File: src/rtl/sram_stream_fifo_ctrl_if.sv
// Bundle of the pixel-stream handshakes and the SRAM command bus for sram_stream_fifo_ctrl.
// Optional fill-level signals exist only when SRAM_FIFO_LEVEL_EN is defined.
interface sram_stream_fifo_ctrl_if #(
  parameter int ADDR_W = 10,
  parameter int DATA_W = 16
);
  logic              in_valid;
  logic              in_ready;
  logic [DATA_W-1:0] in_data;
  logic              out_valid;
  logic              out_ready;
  logic [DATA_W-1:0] out_data;
  logic              cs_n;
  logic              wr_n;
  logic [ADDR_W-1:0] wraddr;
  logic [ADDR_W-1:0] rdaddr;
  logic [DATA_W-1:0] wrdata;
  logic [DATA_W-1:0] rddata;
`ifdef SRAM_FIFO_LEVEL_EN
  logic [ADDR_W+1:0] level;
  logic              hwm_hit;
`endif

  modport master (
    input  in_valid, in_data, out_ready, rddata,
    output in_ready, out_valid, out_data, cs_n, wr_n, wraddr, rdaddr, wrdata
`ifdef SRAM_FIFO_LEVEL_EN
    , output level, hwm_hit
`endif
  );

  modport slave (
    output in_valid, in_data, out_ready, rddata,
    input  in_ready, out_valid, out_data, cs_n, wr_n, wraddr, rdaddr, wrdata
`ifdef SRAM_FIFO_LEVEL_EN
    , input level, hwm_hit
`endif
  );
endinterface

File: src/rtl/sram_stream_fifo_ctrl.sv
// Ring-buffer FIFO in a single-command SRAM with a 2-entry output buffer.
// Optional macro SRAM_FIFO_LEVEL_EN adds the registered LEVEL and sticky HWM_HIT outputs.
module sram_stream_fifo_ctrl #(
  parameter int ADDR_W = 10,
  parameter int DATA_W = 16
) (
  input  logic                   clk,
  input  logic                   rst,
  sram_stream_fifo_ctrl_if.master bus
);
  localparam logic [ADDR_W:0] FULL_CNT = {1'b1, {ADDR_W{1'b0}}};
  localparam logic [ADDR_W:0] PTR_ONE  = {{ADDR_W{1'b0}}, 1'b1};

  logic [ADDR_W:0]   wr_ptr;
  logic [ADDR_W:0]   rd_ptr;
  logic [ADDR_W:0]   cnt;
  logic [1:0]        occ;
  logic              infl;
  logic              prio_wr;
  logic [DATA_W-1:0] head;
  logic [DATA_W-1:0] spare;
  logic [ADDR_W-1:0] wraddr_q;
  logic [ADDR_W-1:0] rdaddr_q;
  logic [DATA_W-1:0] wrdata_q;
  logic              full;
  logic              pop;
  logic [2:0]        pending;
  logic              rd_want;
  logic              rd_go;
  logic              in_ready;
  logic              wr_go;

  // A read is only worth issuing if its result will still fit in the buffer when it lands.
  always_comb begin
    cnt      = wr_ptr - rd_ptr;
    full     = (cnt == FULL_CNT);
    pop      = (occ != 2'd0) && bus.out_ready;
    pending  = {1'b0, occ} + {2'b00, infl} - {2'b00, pop};
    rd_want  = (cnt != '0) && (pending < 3'd2);
    rd_go    = rd_want && !(prio_wr && bus.in_valid && !full);
    in_ready = !rst && !full && !rd_go;
    wr_go    = bus.in_valid && in_ready;
  end

  assign bus.in_ready  = in_ready;
  assign bus.out_valid = (occ != 2'd0);
  assign bus.out_data  = head;
  assign bus.cs_n      = !(wr_go || rd_go);
  assign bus.wr_n      = !wr_go;
  assign bus.wraddr    = wr_go ? wr_ptr[ADDR_W-1:0] : wraddr_q;
  assign bus.rdaddr    = rd_go ? rd_ptr[ADDR_W-1:0] : rdaddr_q;
  assign bus.wrdata    = wr_go ? bus.in_data : wrdata_q;

  always_ff @(posedge clk or posedge rst) begin
    if (rst) begin
      wr_ptr   <= '0;
      rd_ptr   <= '0;
      infl     <= 1'b0;
      prio_wr  <= 1'b0;
      wraddr_q <= '0;
      rdaddr_q <= '0;
      wrdata_q <= '0;
    end else begin
      infl <= rd_go;
      if (wr_go) begin
        wr_ptr   <= wr_ptr + PTR_ONE;
        wraddr_q <= wr_ptr[ADDR_W-1:0];
        wrdata_q <= bus.in_data;
        prio_wr  <= 1'b0;
      end
      if (rd_go) begin
        rd_ptr   <= rd_ptr + PTR_ONE;
        rdaddr_q <= rd_ptr[ADDR_W-1:0];
        prio_wr  <= 1'b1;
      end
    end
  end

  // head is the visible word; spare only fills when head is occupied and not leaving.
  always_ff @(posedge clk or posedge rst) begin
    if (rst) begin
      occ   <= 2'd0;
      head  <= '0;
      spare <= '0;
    end else begin
      occ <= occ + {1'b0, infl} - {1'b0, pop};
      if (pop && (occ == 2'd2)) begin
        head <= spare;
        if (infl) spare <= bus.rddata;
      end else if (infl && ((occ == 2'd0) || ((occ == 2'd1) && pop))) begin
        head <= bus.rddata;
      end else if (infl && (occ == 2'd1)) begin
        spare <= bus.rddata;
      end
    end
  end

`ifdef SRAM_FIFO_LEVEL_EN
  localparam logic [ADDR_W:0] HWM_CNT = FULL_CNT - PTR_ONE;

  logic [ADDR_W+1:0] level;
  logic              hwm_hit;

  always_ff @(posedge clk or posedge rst) begin
    if (rst) begin
      level   <= '0;
      hwm_hit <= 1'b0;
    end else begin
      level <= {1'b0, cnt} + {{(ADDR_W+1){1'b0}}, infl} + {{ADDR_W{1'b0}}, occ};
      if (cnt == HWM_CNT) hwm_hit <= 1'b1;
    end
  end

  assign bus.level   = level;
  assign bus.hwm_hit = hwm_hit;
`endif
endmodule

File: src/flat_wrapper.sv
// flat-port wrapper written by rule: the top's interface ports become plain ports
module sram_stream_fifo_ctrl_flat 
#(
  parameter int ADDR_W = 10,
  parameter int DATA_W = 16
)
  (clk, rst, bus_in_valid, bus_in_data, bus_out_ready, bus_rddata, bus_in_ready, bus_out_valid, bus_out_data, bus_cs_n, bus_wr_n, bus_wraddr, bus_rdaddr, bus_wrdata);
  sram_stream_fifo_ctrl_if #(.ADDR_W(ADDR_W), .DATA_W(DATA_W)) bus_i ();
  input  logic clk;
  input  logic rst;
  input wire logic [$bits(bus_i.in_valid)-1:0] bus_in_valid;
  input wire logic [$bits(bus_i.in_data)-1:0] bus_in_data;
  input wire logic [$bits(bus_i.out_ready)-1:0] bus_out_ready;
  input wire logic [$bits(bus_i.rddata)-1:0] bus_rddata;
  output wire logic [$bits(bus_i.in_ready)-1:0] bus_in_ready;
  output wire logic [$bits(bus_i.out_valid)-1:0] bus_out_valid;
  output wire logic [$bits(bus_i.out_data)-1:0] bus_out_data;
  output wire logic [$bits(bus_i.cs_n)-1:0] bus_cs_n;
  output wire logic [$bits(bus_i.wr_n)-1:0] bus_wr_n;
  output wire logic [$bits(bus_i.wraddr)-1:0] bus_wraddr;
  output wire logic [$bits(bus_i.rdaddr)-1:0] bus_rdaddr;
  output wire logic [$bits(bus_i.wrdata)-1:0] bus_wrdata;
  assign bus_i.in_valid = bus_in_valid;
  assign bus_i.in_data = bus_in_data;
  assign bus_i.out_ready = bus_out_ready;
  assign bus_i.rddata = bus_rddata;
  assign bus_in_ready = bus_i.in_ready;
  assign bus_out_valid = bus_i.out_valid;
  assign bus_out_data = bus_i.out_data;
  assign bus_cs_n = bus_i.cs_n;
  assign bus_wr_n = bus_i.wr_n;
  assign bus_wraddr = bus_i.wraddr;
  assign bus_rdaddr = bus_i.rdaddr;
  assign bus_wrdata = bus_i.wrdata;
  sram_stream_fifo_ctrl #(.ADDR_W(ADDR_W), .DATA_W(DATA_W)) u_core (.clk(clk), .rst(rst), .bus(bus_i));
endmodule
File: config.mk
export PLATFORM = sky130hd
export DESIGN_NAME = sram_stream_fifo_ctrl_flat
export DESIGN_NICKNAME = d
export VERILOG_FILES = /design/src/rtl/sram_stream_fifo_ctrl_if.sv /design/src/rtl/sram_stream_fifo_ctrl.sv /design/src/flat_wrapper.sv
export SDC_FILE = /design/constraint.sdc
export NUM_CORES = 1
export LEC_CHECK = 0
export CORE_AREA = 2 2 95 97
export CTS_CLUSTER_DIAMETER = 150
export CTS_CLUSTER_SIZE = 28
export DETAILED_ROUTE_END_ITERATION = 7
export DIE_AREA = 0 0 97 99
export PLACE_DENSITY = 0.84
export SETUP_SLACK_MARGIN = 0.02
export SYNTH_ARGS = -nofsm -noshare
export SYNTH_HDL_FRONTEND = slang
export SYNTH_SLANG_ARGS = --single-unit
File: constraint.sdc
create_clock -name clk -period 5.2 [get_ports clk]
set_input_delay 0.52 -clock clk [delete_from_list [all_inputs] [get_ports clk]]
set_output_delay 0.52 -clock clk [all_outputs]
set_load 0.05 [all_outputs]
==> results.yml, run 1 <==
outcome:
  outcome: "completed"
critical_path:
  critical_path.slowest_cell: "clkdlybuf4s50_1"
  slowest_delay_ns: 0.70
  path_max_fanout: 16
  startpoint_type: "flip-flop"
  worstSetupPathType: "reg2out"
  cp.arrival_ns: 4.23
  cp_cell_sequence: "inv_1, ha_1, a211oi_2, o21ai_1, or3_1, o211ai_2, o31ai_4, nor2_4, mux2_2, clkdlybuf4s50_1"
  endpoint_kind: "primary output"
  worstPathRequired_ns: 4.68
routing:
  first_iter_violations: 134
  drt-met1-wl_mm: 4.40
  wl_met3_um: 546
  drtPass1Iterations: 4
  avgRoutedWirePerCell_um: 15.9
  drt-total-wl_mm: 9.38
  vias_per_cell: 5.48
  drc: 0
  wl_met2_mm: 4.29
  top_layer: "met4"
  ant_nets: 0
  vias: 3225
grt:
  grt_pass1_wl_mm: 15.6
  grt_start_max_net_pins: 51
  grt_pass1_vias: 3228
  grt_overflow: 0
  antenna_found_initial: 0
  grt_usage: 0.200
pwr:
  intPower_mw: 2.23
  ir_drop_mv: 0.492
  pwr-share-comb: 0.605
  power_frac_clock: 0.107
  p_sw_mw: 2.03
  p_leak_nw: 2.71
  powerDensity_nw_per_um2: 729
  p_seq_frac: 0.289
  swShare: 0.477
  power.total_mw: 4.25
sta:
  slew_headroom: 0.207
  fmax_mhz: 211
  hold_viol_final: 0
  fin_worst_skew_ns: 0.0121
  period_minus_slack_ns: 4.75
  worstMarginPinSlew_ns: 1.19
  fin_tns_setup_ns: 0
  fin_ws_ns: 0.451
  report.final.slew_viol_count: 0
  setup_violations: 0
  rsz0062_at_grt: "no"
  period_share: 0.913
clocking:
  post_cts_resize_count: 0
  post_cts_buffers: 0
  numCtsBuffers: 9
  clock_sinks: 94
  clk_pin_slew_ns: 0.09
  postCtsHoldBufs: 0
  clockRootBuffer: "clkbuf_8"
  clkLatencyLatePin_ns: 0.36
  cts-htree-levels: 3
  clockBufferDepth: 2
  cts_tree: "yes"
synthesis:
  synth.largest_area_cell: "dfrtp_1"
  synth_seq_area_share: 0.499
  yosys.area.top_type_share: 0.499
  synth.net_count: 435
  yosys-top-cells-area: "dfrtp_1 50%, mux2_4 10%, mux2_2 5.3%"
  yosysUniqueCellTypes: 55
  synth_cells: 384
  yosys_warnings: 0
  synth-edff-count: 0
  synth_area_per_cell_um2: 12.3
  ys_ff_latch: 94
  async_reset_ff_frac: 1.00
  synth_area_um2: 4720
  synth_flop_cell: "dfrtp_1"
floorplanning:
  die_h_um: 99
  io_pins: 92
  dieArea_um2: 9600
  die_w_um: 97
  core_um2: 8550
  row_count: 34
  start_util: 0.552
placed_design:
  placed_cells: 574
  gp_congestion: 0.887
  io_buffer_count: 91
  post-place-ws_ns: 0.513
  hpwl_mm: 6.70
  dpl_cell_area_um2: 5650
final_layout:
  drive_above_1_share: 0.247
  stdcell_count: 589
  area_growth_pct: 23.5
  diodes: 0
  fin_nets: 528
  final_area_um2: 5830
run:
  cap_violations: 0
min_path:
  hp-class: "reg2reg"
routing by layer:
metal | up-vias | GRT usage
met4 | 0 | 0.0661
met3 | 15 | 0.0418
met2 | 115 | 0.313
met1 | 1543 | 0.281
li1 | 1552 | -
met5 | - | 0
cells in the mapped netlist, drive strengths merged, types with 2 or more instances:
master,n
dfrtp,94
mux2,54
nor2,31
a21oi,22
xnor2,20
inv,17
mux2i,16
ha,14
nand2,14
nand4,12
nor3,9
o21ai,8
clkbuf,7
nand3,7
and3,6
buf,5
and2,4
nor2b,4
or3,4
a31oi,3
nor4,3
xor2,3
a211oi,2
a21o,2
and4,2
nor3b,2
o2111ai,2
o211a,2
o211ai,2
o21a,2
o31ai,2
worst max-delay path, delay by kind of cell (launching register included):
family,cells,cell delay (ns)
buf+inv,2,0.81
mux,1,0.41
fa+ha+maj,1,0.42
simple gates,2,0.86
flops,1,0.40
compound gates,4,0.96
logic make-up (layout without fill, tap and decap cells):
logic type / Yosys count / count (layout) / share of synthesized area
and+or+nand+nor: 102 / 102 / 0.115
DFF: 94 / 94 / 0.499
muxes: 70 / 70 / 0.188
AOI/OAI and AO/OA: 51 / 51 / 0.0846
buffers and inverters: 29 / 126 / 0.0297
xor gates and xnor gates: 23 / 23 / 0.0427
adders and majority gates: 15 / 15 / 0.0414
layout by cell type (no fill, tap or decap), drive strengths merged, types with 2 or more instances in the layout:
master and instances:
o211a 2, and4 2, nand2 14, inv 18, ha 14, buf 30
o21ai 8, a21oi 22, nor2b 4, clkdlybuf4s50 64, nor4 3, nand4 12
mux2i 16, xor2 3, nor3 9, o31ai 2, a21o 2, nand3 7
o211ai 2, mux2 54, clkbuf 11, nor2 31, o2111ai 2, xnor2 20
nor3b 2, dfrtp 94, and2 4, o21a 2, or3 4, a31oi 3
clkinv 2, a211oi 2, and3 6
through the flow:
| stage | utilization | hold WS (ns) |
|---|---|---|
| 2_1_floorplan | - | 0.461 |
| 3_3_place_gp | 0.661 | 0.474 |
| 3_5_place_dp | 0.661 | 0.479 |
| 4_1_cts | 0.682 | 0.501 |
| 5_1_grt | 0.682 | 0.513 |
| 6_report | 0.682 | 0.497 |
area by class of cell:
type | count | area [µm²]
Clock inverter | 4 | 30.0
Inverter | 17 | 65.1
Sequential cell | 94 | 2350
Timing Repair Buffer | 94 | 866
Fill cell | 637 | 2720
Clock buffer | 11 | 151
Tap cell | 108 | 135
Multi-Input combinational cell | 261 | 2230
power by group through the flow:
stage / Sequential, mW / Combinational [mW] / Clock [mW]
2_1_floorplan: 1.40 / 1.75 / 0
3_3_place_gp: 1.23 / 2.52 / 0
3_5_place_dp: 1.24 / 2.57 / 0
4_1_cts: 1.23 / 2.58 / 0.464
5_1_grt: 1.27 / 2.73 / 0.495
6_report: 1.23 / 2.57 / 0.454
path summary, 6_finish.rpt:
check | endpoint | startpoint | slack, ns | cells after the start
setup / recovery | bus_rdaddr[0] | u_core.rd_ptr[5] | 0.45 | 10
hold / removal | u_core.wrdata_q[9] | u_core.wrdata_q[9] | 0.50 | 1
setup reg to reg | u_core.wrdata_q[10] | u_core.rd_ptr[5] | 1.64 | 10
hold reg to reg | u_core.wrdata_q[9] | u_core.wrdata_q[9] | 0.50 | 1
max in group asynchronous | u_core.spare[2] | rst | 3.43 | 3
min in group asynchronous | u_core.rdaddr_q[3] | rst | 0.72 | 2
state kept, by name (all words and copies together) (netlist names):
register / cells
u_core.bus.out_data: 16
u_core.infl: 1
u_core.occ: 2
u_core.prio_wr: 1
u_core.rd_ptr: 11
u_core.rdaddr_q: 10
u_core.spare: 16
u_core.wr_ptr: 11
u_core.wraddr_q: 10
u_core.wrdata_q: 16
Power figures use the tool's default switching activity.
==> inputs of run 2 (changes only) <==
--- a/config.mk
+++ b/config.mk
@@ -5,13 +5,15 @@
 export SDC_FILE = /design/constraint.sdc
 export NUM_CORES = 1
 export LEC_CHECK = 0
-export CORE_AREA = 2 2 95 97
+export ABC_AREA = 1
+export CORE_AREA = 2 2 96 98
 export CTS_CLUSTER_DIAMETER = 150
 export CTS_CLUSTER_SIZE = 28
 export DETAILED_ROUTE_END_ITERATION = 7
-export DIE_AREA = 0 0 97 99
-export PLACE_DENSITY = 0.84
+export DIE_AREA = 0 0 98 100
+export PLACE_DENSITY = 0.85
 export SETUP_SLACK_MARGIN = 0.02
+export SLEW_MARGIN = 0
 export SYNTH_ARGS = -nofsm -noshare
 export SYNTH_HDL_FRONTEND = slang
 export SYNTH_SLANG_ARGS = --single-unit
==> results.yml, run 2 <==
outcome:
  outcome: "completed"
synthesis:
  yosysUniqueCellTypes: 30
  synth_flop_cell: "dfrtp_1"
  synth_area_per_cell_um2: 8.37
  synth_seq_area_share: 0.480
  synth.net_count: 637
  synth_area_um2: 4900
  yosysMostFrequentCell: "nand2_1"
  synth_cells: 586
  async_reset_ff_frac: 1.00
  yosys.area.top_type_share: 0.480
  synth_common_cells: "170 x nand2_1, 94 x dfrtp_1, 59 x nand4_1"
  synth.largest_area_cell: "dfrtp_1"
  yosys_warnings: 0
  ys_ff_latch: 94
  synth-edff-count: 0
  yosys-top-cells-area: "dfrtp_1 48%, nand2_1 13%, nand4_1 7.5%"
critical_path:
  cp_cell_sequence: "inv_1, a21oi_1, ha_1, inv_1, ha_1, fa_1, a21oi_1, o21ai_0, nor2_1, nand2_2, buf_4, inv_2, nor3_1, buf_12"
  slowest_delay_ns: 0.76
  cp.depth: 14
  r2r_slack_ns: 1.69
  crit_buf_inv: 5
  r2r-end: "u_core.rd_ptr[9]"
  cp.arrival_ns: 4.05
  cp_top_family: "buffers and inverters"
  path_max_fanout: 67
  endpoint_kind: "primary output"
  worstSetupPathType: "reg2out"
  worstPathRequired_ns: 4.68
  critical_path.slowest_cell: "dfrtp_1"
  startpoint_type: "flip-flop"
  r2r_start: "u_core.occ[1]"
  rr_worst_depth: 14
sta:
  rsz0062_at_grt: "no"
  report.final.slew_viol_count: 0
  fin_ws_ns: 0.628
  fmax_mhz: 219
  hold_viol_final: 0
  worstMarginPinSlew_ns: 0.964
  whs_ns: 0.476
  fin_worst_skew_ns: 0.0160
  fin_tns_setup_ns: 0
  period_share: 0.879
  period_minus_slack_ns: 4.57
  setup_violations: 0
  slew_headroom: 0.356
grt:
  grt_pass1_wl_mm: 19.3
  antenna_found_initial: 0
  grt_overflow: 0
  grt_usage: 0.239
  grt_start_max_net_pins: 68
  grt_pass1_vias: 4097
run:
  cap_violations: 0
clocking:
  numCtsBuffers: 9
  clockBufferDepth: 2
  cts-htree-levels: 3
  clkLatencyLatePin_ns: 0.36
  post_cts_buffers: 0
  clockRootBuffer: "clkbuf_8"
  clk_pin_slew_ns: 0.10
  post_cts_resize_count: 0
  cts_tree: "yes"
  clock_sinks: 94
  postCtsHoldBufs: 0
min_path:
  min_path_cells: 2
  hp-start: "u_core.wrdata_q[15]"
  hp-class: "reg2reg"
  min_to: "u_core.wrdata_q[15]"
routing:
  first_iter_violations: 292
  ant_nets: 0
  drc: 0
  drt-total-wl_mm: 11.5
  avgRoutedWirePerCell_um: 14.8
  drtPass1Iterations: 5
  vias_per_cell: 5.60
  vias: 4363
floorplanning:
  start_util: 0.552
  die_w_um: 98
  io_pins: 92
  dieArea_um2: 9800
  row_count: 35
  core_um2: 8890
  die_h_um: 100
pwr:
  ir_drop_mv: 0.359
  powerDensity_nw_per_um2: 704
  p_leak_nw: 3.00
placed_design:
  io_buffer_count: 91
  gp_congestion: 0.834
  post-place-ws_ns: 0.774
  dpl_cell_area_um2: 5850
  hpwl_mm: 8.19
final_layout:
  final_cell_mix: "170 x nand2_1, 94 x dfrtp_1, 59 x nand4_1"
  area_growth_pct: 23.1
  fin_nets: 714
  mostFrequentLayoutCell: "nand2_1"
  diodes: 0
  final_area_um2: 6040
  drive_above_1_share: 0.124
  fill_cells: 724
[run 2: cell count changes after synthesis, moves of 15 or more]
| cell | change |
|---|---|
| nand2_1 | +156 |
| nand4_1 | +48 |
| inv_1 | +33 |
| mux2_4 | -32 |
| o21ai_0 | +28 |
| nand3_1 | +19 |
| mux2i_1 | -16 |
| xnor2_1 | -15 |
[run 2: worst min-delay path, stage by stage (launching register included)]
cell and delay, ns:
dfrtp_1 0.33, nand2_1 0.05, nand2_1 0.06
[run 2: area by class of cell]
class                   instances  area, µm²  area share
flip-flops and latches         94       2350       0.389
clock buffers                   9        124      0.0205
well taps                     111        139      0.0230
inverters                      52        196      0.0325
clock inverters                 7       63.8      0.0106
repair buffers                 96        988       0.164
multi-input cells             410       2180       0.360
[run 2: per-stage QoR]
stage | std cells | util | total power, mW
after floorplan | 586 | - | 3.07
after global placement | 763 | 0.658 | 3.71
after detailed placement | 763 | 0.658 | 3.80
after CTS | 779 | 0.679 | 4.26
after global routing | 779 | 0.679 | 4.55
final | 779 | 0.679 | 4.25
[run 2: metal layers]
layer | up-vias | GRT usage | wire (µm)
li1 | 2100 | - | -
met1 | 2087 | 0.323 | 5010
met2 | 154 | 0.398 | 5620
met3 | 22 | 0.0425 | 657
met4 | 0 | 0.0769 | 229
met5 | - | 0 | 0
[run 2: worst max path at each step]
stage	slack, ns	start	endpoint
3_5_place_dp	0.77	bus_out_ready	bus_in_ready
3_3_place_gp	0.82	bus_out_ready	bus_in_ready
2_1_floorplan	0.96	u_core.occ[0]	bus_rdaddr[0]
5_1_grt	0.30	u_core.occ[1]	bus_in_ready
4_1_cts	0.63	u_core.occ[1]	bus_in_ready
6_report	0.63	u_core.occ[1]	bus_in_ready
[run 2: where the power goes]
part | leakage (nW) | switching (mW) | internal, mW | total, mW
sequential | 1.19 | 0.167 | 1.01 | 1.18
clock | 0.0903 | 0.278 | 0.185 | 0.463
combinational | 1.72 | 1.75 | 0.863 | 2.61
total | 3.00 | 2.19 | 2.06 | 4.25
[run 2: cells by family (layout without fill, tap and decap cells)]
family | Yosys count | count (layout) | share of synthesized area
AO/OA/AOI/OAI | 61 | 61 | 0.0643
XOR/XNOR | 17 | 17 | 0.0304
adder cells (fa/ha/maj) | 15 | 15 | 0.0398
buffers and inverters | 82 | 164 | 0.0768
flip-flops | 94 | 94 | 0.480
multiplexers | 16 | 16 | 0.0367
AND/OR/NAND/NOR | 301 | 301 | 0.272
==> inputs of run 3 (changes only) <==
--- a/config.mk
+++ b/config.mk
@@ -7,13 +7,14 @@
 export LEC_CHECK = 0
 export ABC_AREA = 1
 export CORE_AREA = 2 2 96 98
+export CTS_BUF_LIST = sky130_fd_sc_hd__clkbuf_8 sky130_fd_sc_hd__clkbuf_16
 export CTS_CLUSTER_DIAMETER = 150
 export CTS_CLUSTER_SIZE = 28
 export DETAILED_ROUTE_END_ITERATION = 7
 export DIE_AREA = 0 0 98 100
 export PLACE_DENSITY = 0.85
 export SETUP_SLACK_MARGIN = 0.02
-export SLEW_MARGIN = 0
+export SLEW_MARGIN = 20
 export SYNTH_ARGS = -nofsm -noshare
 export SYNTH_HDL_FRONTEND = slang
 export SYNTH_SLANG_ARGS = --single-unit
==> results of run 3 <==
No change in the layout: final DEF, timing and power equal those of run 2.
